### src/rtl/end_screen_pkg.sv
// Shared types and widths for the end-of-game screen sequencer.
package end_screen_pkg;

   typedef enum logic [1:0] {
      IDLE,
      DELAY,
      FADE,
      HOLD
   } fade_state_t;

   localparam int LEVEL_W   = 5;
   localparam int LEVEL_MAX = 16;
   localparam int FCNT_W    = 8;

endpackage

### src/rtl/fade_scale.sv
// Scales one 4-bit colour channel by a 0..16 brightness level: floor(c*level/16).
module fade_scale
   import end_screen_pkg::*;
(
   input  logic [3:0]         colour_i,
   input  logic [LEVEL_W-1:0] level_i,
   output logic [3:0]         colour_o
);

   logic [8:0] product;
   logic       unused_bits;

   assign product     = 9'(colour_i) * 9'(level_i);
   // Peak product is 15*16 = 240, so bit 8 is always zero.
   assign colour_o    = product[7:4];
   assign unused_bits = ^{product[8], product[3:0]};

endmodule

### src/rtl/end_fade_ctrl.sv
// End-screen sequencer: black delay, frame-locked fade-in, then a blinking prompt.
module end_fade_ctrl
   import end_screen_pkg::*;
#(
   parameter int unsigned DELAY_FRAMES = 30,
   parameter int unsigned STEP_FRAMES  = 4,
   parameter int unsigned BLINK_FRAMES = 30,
   parameter logic [3:0]  PROMPT_INDEX = 4'h2,
   parameter logic [3:0]  BG_INDEX     = 4'h0
) (
   input  logic       Clk,
   input  logic       Reset,
   input  logic       frame_tick,
   input  logic       game_over,
   input  logic       display_en,
   input  logic [3:0] pix_index,
   output logic [3:0] pal_index,
   input  logic [3:0] pal_red,
   input  logic [3:0] pal_green,
   input  logic [3:0] pal_blue,
   output logic [3:0] red,
   output logic [3:0] green,
   output logic [3:0] blue,
   output logic       fade_done,
   output logic       prompt_on
);

   localparam logic [FCNT_W-1:0]  DELAY_LAST = FCNT_W'(DELAY_FRAMES - 1);
   localparam logic [FCNT_W-1:0]  STEP_LAST  = FCNT_W'(STEP_FRAMES - 1);
   localparam logic [FCNT_W-1:0]  BLINK_LAST = FCNT_W'(BLINK_FRAMES - 1);
   localparam logic [LEVEL_W-1:0] LEVEL_LAST = LEVEL_W'(LEVEL_MAX - 1);

   fade_state_t        state_q, state_d;
   logic [LEVEL_W-1:0] level_q, level_d;
   logic [FCNT_W-1:0]  fcnt_q, fcnt_d;
   logic               prompt_q, prompt_d;
   logic               done_q, done_d;
   logic [3:0]         pal_ch [3];
   logic [3:0]         scaled_ch [3];
   logic [3:0]         rgb_q [3];
   logic [3:0]         rgb_d [3];

   always_comb begin
      state_d  = state_q;
      level_d  = level_q;
      fcnt_d   = fcnt_q;
      prompt_d = prompt_q;
      unique case (state_q)
         IDLE: begin
            level_d  = '0;
            fcnt_d   = '0;
            prompt_d = 1'b0;
            if (game_over) state_d = DELAY;
         end
         DELAY: begin
            if (frame_tick) begin
               if (fcnt_q == DELAY_LAST) begin
                  state_d = FADE;
                  fcnt_d  = '0;
               end else begin
                  fcnt_d = fcnt_q + 1'b1;
               end
            end
         end
         FADE: begin
            if (frame_tick) begin
               if (fcnt_q == STEP_LAST) begin
                  level_d = level_q + 1'b1;
                  fcnt_d  = '0;
                  if (level_q == LEVEL_LAST) begin
                     state_d  = HOLD;
                     prompt_d = 1'b1;
                  end
               end else begin
                  fcnt_d = fcnt_q + 1'b1;
               end
            end
         end
         HOLD: begin
            if (frame_tick) begin
               if (fcnt_q == BLINK_LAST) begin
                  prompt_d = ~prompt_q;
                  fcnt_d   = '0;
               end else begin
                  fcnt_d = fcnt_q + 1'b1;
               end
            end
         end
         default: state_d = IDLE;
      endcase
      // Leaving the end screen beats any frame tick in the same cycle.
      if (state_q != IDLE && !game_over) begin
         state_d  = IDLE;
         level_d  = '0;
         fcnt_d   = '0;
         prompt_d = 1'b0;
      end
      done_d = (state_d == HOLD);
   end

   assign pal_index = (!prompt_q && pix_index == PROMPT_INDEX) ? BG_INDEX : pix_index;

   assign pal_ch[0] = pal_red;
   assign pal_ch[1] = pal_green;
   assign pal_ch[2] = pal_blue;

   for (genvar gi = 0; gi < 3; gi++) begin : g_ch
      fade_scale u_scale (
         .colour_i (pal_ch[gi]),
         .level_i  (level_q),
         .colour_o (scaled_ch[gi])
      );
      assign rgb_d[gi] = (display_en && state_q != IDLE) ? scaled_ch[gi] : 4'h0;
   end

   always_ff @(posedge Clk) begin
      if (Reset) begin
         state_q  <= IDLE;
         level_q  <= '0;
         fcnt_q   <= '0;
         prompt_q <= 1'b0;
         done_q   <= 1'b0;
         for (int i = 0; i < 3; i++) rgb_q[i] <= 4'h0;
      end else begin
         state_q  <= state_d;
         level_q  <= level_d;
         fcnt_q   <= fcnt_d;
         prompt_q <= prompt_d;
         done_q   <= done_d;
         for (int i = 0; i < 3; i++) rgb_q[i] <= rgb_d[i];
      end
   end

   assign red       = rgb_q[0];
   assign green     = rgb_q[1];
   assign blue      = rgb_q[2];
   assign fade_done = done_q;
   assign prompt_on = prompt_q;

endmodule

### config.mk
export PLATFORM = sky130hd
export DESIGN_NAME = end_fade_ctrl
export DESIGN_NICKNAME = d
export VERILOG_FILES = /design/src/rtl/end_screen_pkg.sv /design/src/rtl/fade_scale.sv /design/src/rtl/end_fade_ctrl.sv
export SDC_FILE = /design/constraint.sdc
export NUM_CORES = 1
export LEC_CHECK = 0
export ABC_AREA = 1
export BUFFER_PORTS_ARGS = -buffer_cell sky130_fd_sc_hd__clkbuf_2
export CAP_MARGIN = 10
export CORE_UTILIZATION = 35
export DETAILED_ROUTE_END_ITERATION = 12
export PLACE_DENSITY_LB_ADDON = 0.2
export SLEW_MARGIN = 40
export SYNTH_ARGS = -nofsm -noshare
export SYNTH_HDL_FRONTEND = slang
export SYNTH_SLANG_ARGS = --single-unit
### constraint.sdc
create_clock -name Clk -period 7.6 [get_ports Clk]
set_input_delay 1.9 -clock Clk [delete_from_list [all_inputs] [get_ports Clk]]
set_output_delay 1.9 -clock Clk [all_outputs]
set_load 0.01 [all_outputs]
* Yosys cells after proc, flatten, opt, wreduce, memory -nomap -nowiden *
Memories as Yosys holds them, arrays and structs flattened.
Index checks and enable logic that the tools add are counted.

storage, ports and cells
  memories kept = 1
  register bits = 17
  logic and storage cells = 75
  bits in writable memories = 12
  output and inout port bits = 18
  bits of input ports = 21

memory list
  memory  depth  width  rd ports  clocked after Yosys merged registers in  wr ports  line                 source
  rgb_q   3      4      3         0                                        3         end_fade_ctrl.sv:40  logic [3:0] rgb_q [3];

cells by class
  $add $sub $neg = 2
  reduce and logical (&&, ||, !) cells = 14
  equality and inequality tests = 14
  multiply operators = 3
  bitwise gates (word level) = 4
  mux-type cells = 32

operator list
  cell                                                                   count
  8-bit two-way mux                                                      4
  4-bit two-way mux                                                      7
  4-bit by 5-bit multiplier with 8-bit output                            3
  8-bit one-hot mux with 3 select lines                                  1
  2-bit two-way mux                                                      7
  5-bit two-way mux                                                      2
  2-bit != test, second input constant                                   5
  5-bit one-hot mux with 2 select lines                                  1
  8-bit by 1-bit adder with 8-bit output, second input constant          1
  8-bit by 2-bit equality test with 1-bit output, second input constant  1
  8-bit by 5-bit equality test with 1-bit output, second input constant  1
  1-bit two-way mux                                                      8
  2-bit equality test, second input constant                             3
  2-bit one-hot mux with 3 select lines                                  1
  6-bit AND reduction                                                    1
  5-bit by 1-bit adder with 5-bit output, second input constant          1
  5-bit by 4-bit equality test with 1-bit output, second input constant  1
  4-bit by 2-bit equality test with 1-bit output, second input constant  1
  2-bit nonzero test                                                     2
  2-bit OR reduction                                                     2
  1-bit logical AND                                                      3
  1-bit OR                                                               3
  1-bit one-hot mux with 3 select lines                                  1
  3-bit AND reduction                                                    1
  7 further kinds                                                        8

* Longest topological paths before layout *
  depth in word-level cells = 7
  mapped depth = 16
  gate-level depth less buffers = 14

* Hierarchy *
A second synthesis with hierarchy kept.

second synthesis, totals
  cells, all modules = 448
  area, all modules = 2996.6 um^2

by module, submodules not included
  module         sequential area each (um^2)  instances  cells an instance  area each (um^2)
  fade_scale     0.0                          3          85                 529.3
  end_fade_ctrl  580.6                        1          193                1408.9

* Worst setup path after synthesis *
OpenSTA, ideal clock, no wires.

  path kind = input -> output
  start point = in pix_index[0]
  end point = out pal_index[1]
  slack = 3.483 ns
  stages on the path = 2
  buffers on the path = 0
  required time = 5.700 ns
  data arrival time = 2.217 ns
  cells stage by stage = nor3_1 -> a21boi_0

on the way
  word-level cells in the longest chain between the ends = 3

ends and longest elaborated chain
  what                                            line                  source
  start: declaration                              end_fade_ctrl.sv:16   input logic [3:0] pix_index,
  4-bit by 2-bit equality test with 1-bit output  end_fade_ctrl.sv:101  assign pal_index = (!prompt_q && pix_index == PROMPT_INDEX) ? BG_INDEX : pix_index;
  1-bit logical AND                               end_fade_ctrl.sv:101
  4-bit two-way mux                               end_fade_ctrl.sv:101
  end: declaration                                end_fade_ctrl.sv:17   output logic [3:0] pal_index,

Every way passes these cells.

* Worst setup path after layout *
Ends and elaborated chain as after synthesis.

==> results.yml <==
grt:
  grt_pass1_wl_um: 10900
  antenna_found_initial: 0
  grt_pass1_vias: 2472
  grt_usage_pct: 15.9
  grt-ovfl-total: 0
  grt_max_degree: 18
sta:
  rsz0062_at_grt: "false"
  fmax_ghz: 0.233
  fin_skew_ps: 8.72
  tightest_slew_ps: 617
  min_period_over_period_pct: 56.4
  relSlewSlack_pct: 58.8
  period_needed_ps: 4290
  setup_viol: 0
  finalMaxSlewViolations: 0
  setup_tns_ps: 0
  hold_viol_final: 0
  layout_setup_ws_ps: 3310
floorplanning:
  die_h_um: 92.2
  die_w_um: 92.2
  core_um2: 7810
  ios: 39
  rows: 32
  start_util_pct: 36.5
  dieArea_um2: 8500
layout:
  num_antenna_cells: 0
  drive_gt1_share_pct: 13.0
  final_nets: 536
  fillers: 846
  final_cells: 571
  post-route-util_pct: 41.1
  syn_to_final_growth_pct: 12.6
worst_setup_path:
  crit_path_max_fanout: 2
  path_class: "input pin to output pin"
  slowest_delay_ps: 170
  regToRegStartpoint: "level_q[0]"
  crit_top_cell: "clkbuf_2"
  arrival_ps: 2390
  cp_top_family: "buffers and inverters"
  start_kind: "input pin"
  reg2reg_slack_ps: 4640
  path_cells: "clkbuf_2, nor3_1, a21boi_0, clkbuf_2"
  cp.required_ps: 5700
  worstReg2RegEnd: "rgb_q[0][3]"
  critPathCaptureType: "output pin"
  slowest_stage: "nor3_1"
  crit_buf_inv: 2
  r2r_cells: 11
placed_design:
  dp_slack_ps: 3190
  hpwl_um: 4920
  place_congestion: 0.811
  dp_cells: 564
  portBuffers: 38
clocking:
  clkSinkCount: 29
  postCtsSetupBuffers: 0
  clk_pin_slew_ps: 60
  clockBufferDepth: 2
  cts_resized: 0
  cts_tree: "built"
  htreeDepth: 2
  clock-root-buffer: "clkbuf_8"
  cts_buffers: 5
  clk_latency_ps: 290
  hold_buffers: 0
logic_synthesis:
  ys_seq_area_share_pct: 20.4
  syn-cell-area_um2: 2850
  synth.distinct_cells: 34
  ys_ff_latch: 29
  postSynthCellCount: 435
  yosysWarnings: 0
  synthFlopType: "dfxtp_1"
  synth_edf_count: 0
  async_flop_share_pct: 0
  synth.avg_cell_area_um2: 6.55
  synth_nets: 502
pwr:
  pwr-share-seq_pct: 48.5
  power_mw: 0.320
  powerDensity_nw_per_um2: 99.7
  power_frac_comb_pct: 9.7
  intPower_mw: 0.235
  sw_frac_of_total_pct: 26.4
  ir_drop_uv: 55.6
  p_clk_share_pct: 41.8
  p_switching_mw: 0.0845
  p_leak_nw: 1.80
route:
  first_pass_iters: 4
  drtIter0Drc: 113
  ant_nets: 0
  routed_via_density: 4.67
  vias: 2667
  wirelength_um: 6300
  wire_per_inst_um: 11.0
  drc: 0
worst_hold_path:
  holdCritStartpoint: "fcnt_q[7]"
  holdPathStages: 2
  min_path_type: "flop to flop"
  whs_endpoint: "fcnt_q[7]"
outcome:
  status: "finished, final reports clean"
flow_run:
  cap_violations: 0
[per-layer routing]
metal,vias to the layer above,part of all wire [%],global-route usage (%)
met3,7,3.4,3.15
li1,1405,-,-
met2,33,48,28.5
met5,-,0,0
met1,1222,47,19.4
met4,0,0.90,3.78
[flip-flops by register name, summed over array words and instances, names as in the netlist]
| name | cells |
|---|---|
| level_q | 5 |
| fcnt_q | 8 |
| prompt_on | 1 |
| rgb_q | 12 |
| fade_done | 1 |
| state_q | 2 |
[how the worst max path moves through the flow]
stage,endpoint,cells past startpoint,from,slack (ps)
floorplan,pal_index[1],2,pix_index[0],3480
global placement,rgb_q[0][7],14,pal_green[3],3240
detailed placement,rgb_q[0][6],12,pal_green[3],3190
CTS,pal_index[1],4,pix_index[0],3300
global route,pal_index[1],4,pix_index[0],3250
finish,pal_index[1],4,pix_index[0],3310
[power by group through the flow]
stage	Clock, mW	Sequential (mW)	Combinational (mW)
floorplan	0	0.158	0.0164
global placement	0	0.159	0.0308
detailed placement	0	0.159	0.0313
CTS	0.140	0.155	0.0314
global route	0.147	0.155	0.0350
finish	0.134	0.155	0.0311
[tightest hold or removal path, cell delays in order (launching register included)]
cell and delay (ps):
dfxtp_1 320, nand2_1 70, a21oi_1 50
[cells in the final DEF, fill, tap and decap left out]
| master | instances |
|---|---|
| nand2_2 | 3 |
| xor2_1 | 3 |
| dfxtp_1 | 29 |
| nor3_1 | 1 |
| o21bai_1 | 3 |
| nand3_1 | 22 |
| o21a_1 | 3 |
| a21boi_0 | 1 |
| nor3b_1 | 1 |
| or2_2 | 3 |
| o22ai_1 | 1 |
| o211ai_1 | 2 |
| a21oi_2 | 1 |
| inv_1 | 84 |
| nor2_4 | 1 |
| inv_2 | 4 |
| nor2_2 | 2 |
| o21ai_1 | 4 |
| nand3b_1 | 1 |
| o21ai_2 | 1 |
| clkbuf_1 | 1 |
| nand4_1 | 9 |
| o21ai_4 | 1 |
| nor2_1 | 36 |
| ha_1 | 31 |
| a21oi_1 | 21 |
| nand2_1 | 127 |
| xnor2_1 | 3 |
| clkbuf_2 | 38 |
| fa_1 | 15 |
| and2_1 | 1 |
| clkbuf_8 | 6 |
| o21ai_0 | 9 |
| nand3_2 | 1 |
[logic make-up (layout without fill, tap and decap cells)]
logic type | count (synthesis) | after routing | share of synthesized area, %
AND/OR/NAND/NOR | 208 | 208 | 30.7
adder cells (fa/ha/maj) | 46 | 46 | 24.2
XOR/XNOR | 6 | 6 | 1.84
AO/OA/AOI/OAI | 47 | 47 | 9.75
flip-flops | 29 | 29 | 20.4
buffers and inverters | 99 | 133 | 13.2
[cell usage after synthesis, types with 2 or more instances]
| library cell | n | area (µm²) |
|---|---|---|
| o211ai_1 | 2 | 15.0 |
| nand2_2 | 3 | 18.8 |
| xnor2_1 | 3 | 26.3 |
| nand4_1 | 9 | 56.3 |
| a21oi_1 | 21 | 105 |
| o21ai_0 | 9 | 45.0 |
| clkbuf_1 | 9 | 33.8 |
| or2_2 | 3 | 18.8 |
| inv_1 | 84 | 315 |
| o21a_1 | 3 | 22.5 |
| ha_1 | 31 | 388 |
| dfxtp_1 | 29 | 581 |
| nand3_1 | 22 | 110 |
| nand2_1 | 127 | 477 |
| xor2_1 | 3 | 26.3 |
| o21ai_1 | 4 | 20.0 |
| inv_2 | 4 | 15.0 |
| fa_1 | 15 | 300 |
| o21bai_1 | 3 | 22.5 |
| nor2_1 | 37 | 139 |
[through the flow]
stage / instance area, µm² / hold slack [ps]
2_1_floorplan: 2850 / 457
3_3_place_gp: 3120 / 469
3_5_place_dp: 3120 / 479
4_1_cts: 3210 / 490
5_1_grt: 3210 / 523
6_report: 3210 / 485
[cell type report]
cell class / count / area [µm²] / share of cell area, %
Clock buffer: 7 / 86.3 / 2.69
Tap cell: 102 / 128 / 3.98
Multi-Input combinational cell: 307 / 1890 / 59.0
Sequential cell: 29 / 581 / 18.1
Timing Repair Buffer: 38 / 190 / 5.93
Inverter: 88 / 330 / 10.3
(Power assumes the default switching activity.)
